--- src/rtl/beat_sequencer_if.sv ---
// Control and status bundle between a playback controller and beat_sequencer.
// The seek pulses exist only when BEAT_SEQ_SEEK_EN is defined.
interface beat_sequencer_if;
    logic        play;
    logic        pause;
    logic        stop;
    logic        loop_en;
    logic [1:0]  tempo;
`ifdef BEAT_SEQ_SEEK_EN
    logic        seek_fwd;
    logic        seek_back;
`endif
    logic [11:0] ibeatNum;
    logic        en;
    logic        beat_tick;
    logic        done;
    logic [1:0]  state;

`ifdef BEAT_SEQ_SEEK_EN
    modport master (
        output play, pause, stop, loop_en, tempo, seek_fwd, seek_back,
        input  ibeatNum, en, beat_tick, done, state
    );
    modport slave (
        input  play, pause, stop, loop_en, tempo, seek_fwd, seek_back,
        output ibeatNum, en, beat_tick, done, state
    );
`else
    modport master (
        output play, pause, stop, loop_en, tempo,
        input  ibeatNum, en, beat_tick, done, state
    );
    modport slave (
        input  play, pause, stop, loop_en, tempo,
        output ibeatNum, en, beat_tick, done, state
    );
`endif
endinterface

--- src/rtl/beat_sequencer.sv ---
// beat_sequencer: divides clk down to a beat rate (tempo selectable) and runs
// an IDLE/PLAY/PAUSE machine that produces the beat index and play enable for
// the tone lookup stage. Optional feature macro: BEAT_SEQ_SEEK_EN adds
// note-granular (4-beat) seek forward/back.
module beat_sequencer #(
    parameter int unsigned CLK_HZ  = 100_000_000,
    parameter int unsigned BEAT_HZ = 8,
    parameter int unsigned LEN     = 64
) (
    input  logic              clk,
    input  logic              rst,
    beat_sequencer_if.slave   bus
);
    localparam int unsigned DIV      = CLK_HZ / BEAT_HZ;
    localparam logic [31:0] P_1X     = 32'(DIV);
    localparam logic [31:0] P_2X     = 32'(DIV / 2);
    localparam logic [31:0] P_HALF   = 32'(2 * DIV);
    localparam logic [11:0] LAST     = 12'(LEN - 1);

    typedef enum logic [1:0] {
        IDLE  = 2'd0,
        PLAY  = 2'd1,
        PAUSE = 2'd2
    } state_t;

    state_t      state_q,  state_d;
    logic [11:0] beat_q,   beat_d;
    logic [31:0] presc_q,  presc_d;
    logic [31:0] period_q, period_d;
    logic        tick_q,   tick_d;
    logic        done_q,   done_d;

    // Beat period selected by the tempo code; 11 is treated as 1x.
    function automatic logic [31:0] period_of(input logic [1:0] t);
        case (t)
            2'b01:   return P_2X;
            2'b10:   return P_HALF;
            default: return P_1X;
        endcase
    endfunction

    logic terminal;
    assign terminal = (presc_q == period_q - 32'd1);

`ifdef BEAT_SEQ_SEEK_EN
    localparam logic [11:0] SEEK_MAX = 12'(LEN - 4);
    logic        seek_go;
    logic [11:0] seek_target;
    logic [11:0] seek_base;

    // Seek target snaps to the current note start, then moves one note,
    // clamped to the first/last note. Conflicting seeks cancel.
    always_comb begin
        seek_base   = {beat_q[11:2], 2'b00};
        seek_go     = bus.seek_fwd ^ bus.seek_back;
        seek_target = seek_base;
        if (bus.seek_fwd) begin
            if ({1'b0, seek_base} + 13'd4 > {1'b0, SEEK_MAX})
                seek_target = SEEK_MAX;
            else
                seek_target = seek_base + 12'd4;
        end else if (seek_base != 12'd0) begin
            seek_target = seek_base - 12'd4;
        end
    end
`else
    logic        seek_go;
    logic [11:0] seek_target;
    assign seek_go     = 1'b0;
    assign seek_target = 12'd0;
`endif

    // Next-state, prescaler and beat-index logic; stop > pause > seek > tick.
    always_comb begin
        state_d  = state_q;
        beat_d   = beat_q;
        presc_d  = presc_q;
        period_d = period_q;
        tick_d   = 1'b0;
        done_d   = 1'b0;
        case (state_q)
            IDLE: begin
                if (bus.play && !bus.pause && !bus.stop) begin
                    state_d  = PLAY;
                    beat_d   = 12'd0;
                    presc_d  = 32'd0;
                    period_d = period_of(bus.tempo);
                end
            end
            PLAY: begin
                if (bus.stop) begin
                    state_d = IDLE;
                    beat_d  = 12'd0;
                    presc_d = 32'd0;
                end else if (bus.pause) begin
                    state_d = PAUSE;
                end else if (seek_go) begin
                    beat_d  = seek_target;
                    presc_d = 32'd0;
                end else if (terminal) begin
                    presc_d  = 32'd0;
                    tick_d   = 1'b1;
                    period_d = period_of(bus.tempo);
                    if (beat_q == LAST) begin
                        beat_d = 12'd0;
                        if (!bus.loop_en) begin
                            state_d = IDLE;
                            done_d  = 1'b1;
                        end
                    end else begin
                        beat_d = beat_q + 12'd1;
                    end
                end else begin
                    presc_d = presc_q + 32'd1;
                end
            end
            PAUSE: begin
                if (bus.stop) begin
                    state_d = IDLE;
                    beat_d  = 12'd0;
                    presc_d = 32'd0;
                end else if (seek_go) begin
                    beat_d  = seek_target;
                    presc_d = 32'd0;
                end else if (bus.play && !bus.pause) begin
                    state_d = PLAY;
                end
            end
            default: begin
                state_d = IDLE;
                beat_d  = 12'd0;
                presc_d = 32'd0;
            end
        endcase
    end

    // State and datapath registers with synchronous reset.
    always_ff @(posedge clk) begin
        if (rst) begin
            state_q  <= IDLE;
            beat_q   <= 12'd0;
            presc_q  <= 32'd0;
            period_q <= P_1X;
            tick_q   <= 1'b0;
            done_q   <= 1'b0;
        end else begin
            state_q  <= state_d;
            beat_q   <= beat_d;
            presc_q  <= presc_d;
            period_q <= period_d;
            tick_q   <= tick_d;
            done_q   <= done_d;
        end
    end

    assign bus.ibeatNum  = beat_q;
    assign bus.en        = (state_q == PLAY);
    assign bus.beat_tick = tick_q;
    assign bus.done      = done_q;
    assign bus.state     = state_q;

endmodule

--- src/flat_wrapper.sv ---
// flat-port wrapper written by rule: the top's interface ports become plain ports
module beat_sequencer_flat 
#(
    parameter int unsigned CLK_HZ  = 100_000_000,
    parameter int unsigned BEAT_HZ = 8,
    parameter int unsigned LEN     = 64
)
  (clk, rst, bus_play, bus_pause, bus_stop, bus_loop_en, bus_tempo, bus_ibeatNum, bus_en, bus_beat_tick, bus_done, bus_state);
  beat_sequencer_if bus_i ();
  input  logic clk;
  input  logic rst;
  input wire logic [$bits(bus_i.play)-1:0] bus_play;
  input wire logic [$bits(bus_i.pause)-1:0] bus_pause;
  input wire logic [$bits(bus_i.stop)-1:0] bus_stop;
  input wire logic [$bits(bus_i.loop_en)-1:0] bus_loop_en;
  input wire logic [$bits(bus_i.tempo)-1:0] bus_tempo;
  output wire logic [$bits(bus_i.ibeatNum)-1:0] bus_ibeatNum;
  output wire logic [$bits(bus_i.en)-1:0] bus_en;
  output wire logic [$bits(bus_i.beat_tick)-1:0] bus_beat_tick;
  output wire logic [$bits(bus_i.done)-1:0] bus_done;
  output wire logic [$bits(bus_i.state)-1:0] bus_state;
  assign bus_i.play = bus_play;
  assign bus_i.pause = bus_pause;
  assign bus_i.stop = bus_stop;
  assign bus_i.loop_en = bus_loop_en;
  assign bus_i.tempo = bus_tempo;
  assign bus_ibeatNum = bus_i.ibeatNum;
  assign bus_en = bus_i.en;
  assign bus_beat_tick = bus_i.beat_tick;
  assign bus_done = bus_i.done;
  assign bus_state = bus_i.state;
  beat_sequencer #(.CLK_HZ(CLK_HZ), .BEAT_HZ(BEAT_HZ), .LEN(LEN)) u_core (.clk(clk), .rst(rst), .bus(bus_i));
endmodule
--- config.mk ---
export PLATFORM = sky130hd
export DESIGN_NAME = beat_sequencer_flat
export DESIGN_NICKNAME = d
export VERILOG_FILES = /design/src/rtl/beat_sequencer_if.sv /design/src/rtl/beat_sequencer.sv /design/src/flat_wrapper.sv
export SDC_FILE = /design/constraint.sdc
export NUM_CORES = 1
export LEC_CHECK = 0
export CAP_MARGIN = 10
export CORE_MARGIN = 3
export CORE_UTILIZATION = 64
export CTS_BUF_LIST = sky130_fd_sc_hd__clkbuf_8
export CTS_CLUSTER_DIAMETER = 30
export DETAILED_ROUTE_END_ITERATION = 7
export HOLD_SLACK_MARGIN = 0.05
export PLACE_DENSITY = 0.95
export SLEW_MARGIN = 20
export SYNTH_ARGS = -nofsm -noshare
export SYNTH_HDL_FRONTEND = slang
export SYNTH_SLANG_ARGS = --single-unit
--- constraint.sdc ---
create_clock -name clk -period 4.2 [get_ports clk]
set_input_delay 0.84 -clock clk [delete_from_list [all_inputs] [get_ports clk]]
set_output_delay 0.84 -clock clk [all_outputs]
set_load 0.02 [all_outputs]
==> impl_metrics.ini <==
[outcome]
status = completed

[worst_setup_path]
r2r_slack_ps = 1220
rr_endpoint = u_core.bus.ibeatNum[7]
crit_type = input port to register
end_kind = register
crit_path_start_kind = input port
r2r_start = u_core.period_q[9]
worstRegToRegCells = 9
path_max_fanout = 41
required_ps = 4410
arrival_ps = 3310

[worst_hold_path]
min_path_type = register to register
hold_end = u_core.bus.ibeatNum[11]
hold_depth = 1
min_from = u_core.bus.ibeatNum[11]

[sta]
fin_crit_ps = 3090
finalSetupViolations = 0
worstMarginPinSlew_ps = 786
final.setup.worst_slack_ps = 1110
relSlewSlack = 0.474
max_freq_mhz = 323
slew_viol_final = 0
finalSetupTns_ps = 0
rsz0062_at_grt = false
timing.final.hold_violations = 0
fin_crit_sh = 0.736
whs_ps = 504
finalClockSkew_ps = 7.25

[synthesis]
syn_nets = 359
async_flop_share = 0
synth_top_area_share = 0.371
ys_warn_count = 0
synthTopCellsByArea = dfxtp_1, xor2_1, nor2_1
synth_top_area_cell = dfxtp_1
yosysSeqAreaShare = 0.371
synth_area_um2 = 2920
synth_edf_count = 0
yosys_register_bits = 54
ys_types = 48
syn_inst = 343
synth.avg_cell_area_um2 = 8.50
synth_top_flop_cell = dfxtp_1

[place]
dp_hpwl_mm = 4.71
routabilityCongestion = 0.895
dpl_worst_slack_ps = 814
dp_cells = 406
dpl_cell_area_um2 = 3150
portBuffers = 24

[cts]
cts.sinks = 54
ctsHtreeMaxLevel = 2
cts_setup_buffers = 0
clkTransAtPathRegs_ps = 90
cts_hold_buf = 0
cts_resized = 0
cts_made_buffers = 5
cts_tree = yes
clk_latency_ps = 310
ctsRootBufferMaster = clkbuf_8
cts_buffer_depth = 2

[drt]
first_iter_violations = 209
totalWireLength_mm = 6.71
num_vias = 2635
ant_nets = 0
dr.pass1.iters = 5
avgViaCountPerCell = 6.36
drc = 0
wl_per_cell_um = 16.2

[cells_and_area]
final_cells = 414
final_net_count = 379
drive_gt1_frac = 0.0440
stdcell_area_um2 = 3260
final_cell_mix = dfxtp_1, nor2_1, xor2_1
layout_commonest_cell = dfxtp_1
area_growth_syn_to_layout_pct = 11.8
finalCoreUtilization = 0.776
fill_cells = 303
antennaDiodeCount = 0

[power_and_ir_drop]
power_frac_clock = 0.354
switching_share = 0.228
cell_internal_pwr_mw = 0.687
leakagePower_nw = 1.17
power_frac_comb = 0.063
powerDensity_nw_per_um2 = 273
finalPower_mw = 0.890
power.switching_mw = 0.203
p_seq_frac = 0.583
irDropWorstVdd_v = 0.000194

[global_route]
globalRouteMet1Util = 0.332
use_met2 = 0.443
grt_pass1_vias = 2504
met3_usage = 0.0575
antenna_found_initial = 0
grt_max_degree = 42
gr-total-overflow = 0
grt_usage = 0.266
grt_pass1_wl_mm = 11.4
grt_most_used_layer = met2

[floorplan]
die_h_um = 73.5
start_util = 0.694
ios = 25
core_um2 = 4200
fp.dieW_um = 73.5
rows = 23
die-area_um2 = 5400

[run]
maxCapViolCount = 0
==> sequential cells by signal, summed over array words and instances (netlist names) <==
signal / flops
u_core.bus.beat_tick: 1
u_core.bus.done: 1
u_core.bus.state: 2
u_core.presc_q: 32
u_core.bus.ibeatNum: 12
u_core.period_q: 6
==> per-layer routing <==
layer | part of all wire | vias to the layer above
met4 | 0.024 | 0
li1 | - | 1280
met5 | 0 | -
met3 | 0.057 | 24
met1 | 0.43 | 1232
met2 | 0.49 | 99
==> logic make-up after synthesis <==
logic type,Yosys count,share of synthesized area
multiplexers,3,0.0103
buffers and inverters,23,0.0399
adder cells (fa/ha/maj),8,0.0343
flip-flops,54,0.371
XOR/XNOR,38,0.114
AND/OR/NAND/NOR,165,0.306
AO/OA/AOI/OAI,52,0.124
==> layout make-up <==
type	count	area [um^2]	share of cell area
clock buffer	7	96.3	0.0296
clock inverter	1	8.76	0.00269
inverter	10	37.5	0.0115
multi-input combinational	266	1720	0.527
sequential	54	1080	0.332
tap	50	62.6	0.0192
timing repair buffer	26	255	0.0783
==> cell usage after synthesis, types with 3 or more instances <==
library cell and n:
buf_4 7, nand2b_1 5, clkbuf_1 3, o21a_1 3
nand2_1 17, dfxtp_1 54, o21ai_0 6, mux2i_1 3
nor3_1 11, nor3b_1 3, ha_1 8, and3_1 13
nor2_1 40, a211oi_1 4, inv_1 10, nand4_1 15
nor2b_1 5, a31oi_1 8, or3_1 7, a21oi_1 13
and4_1 8, buf_2 3, xor2_1 29, and2_1 6
nand3_1 22, xnor2_1 9, nor4_1 4
==> worst max path at each step <==
stage                                   from                      to  slack (ps)
after floorplan           u_core.period_q[9]     u_core.period_q[23]        2000
after global placement              bus_stop  u_core.bus.ibeatNum[9]         950
after detailed placement            bus_stop  u_core.bus.ibeatNum[7]         810
after CTS                           bus_stop  u_core.bus.ibeatNum[7]        1130
after global routing                bus_stop       u_core.presc_q[1]         830
final                               bus_stop       u_core.presc_q[1]        1110
==> critical path, cell delays in order <==
cell	delay [ps]
clkdlybuf4s50_1	570
inv_1	80
a211oi_1	490
nor2_1	260
a21oi_2	240
nand2_2	480
a21oi_1	340
==> power by group through the flow <==
stage,Combinational (mW),Sequential [mW],Clock [mW]
4_1_cts,0.0558,0.519,0.319
2_1_floorplan,0.0400,0.530,0
5_1_grt,0.0625,0.520,0.342
3_3_place_gp,0.0534,0.531,0
3_5_place_dp,0.0556,0.531,0
6_report,0.0562,0.519,0.315
Power figures use the tool's default switching activity.
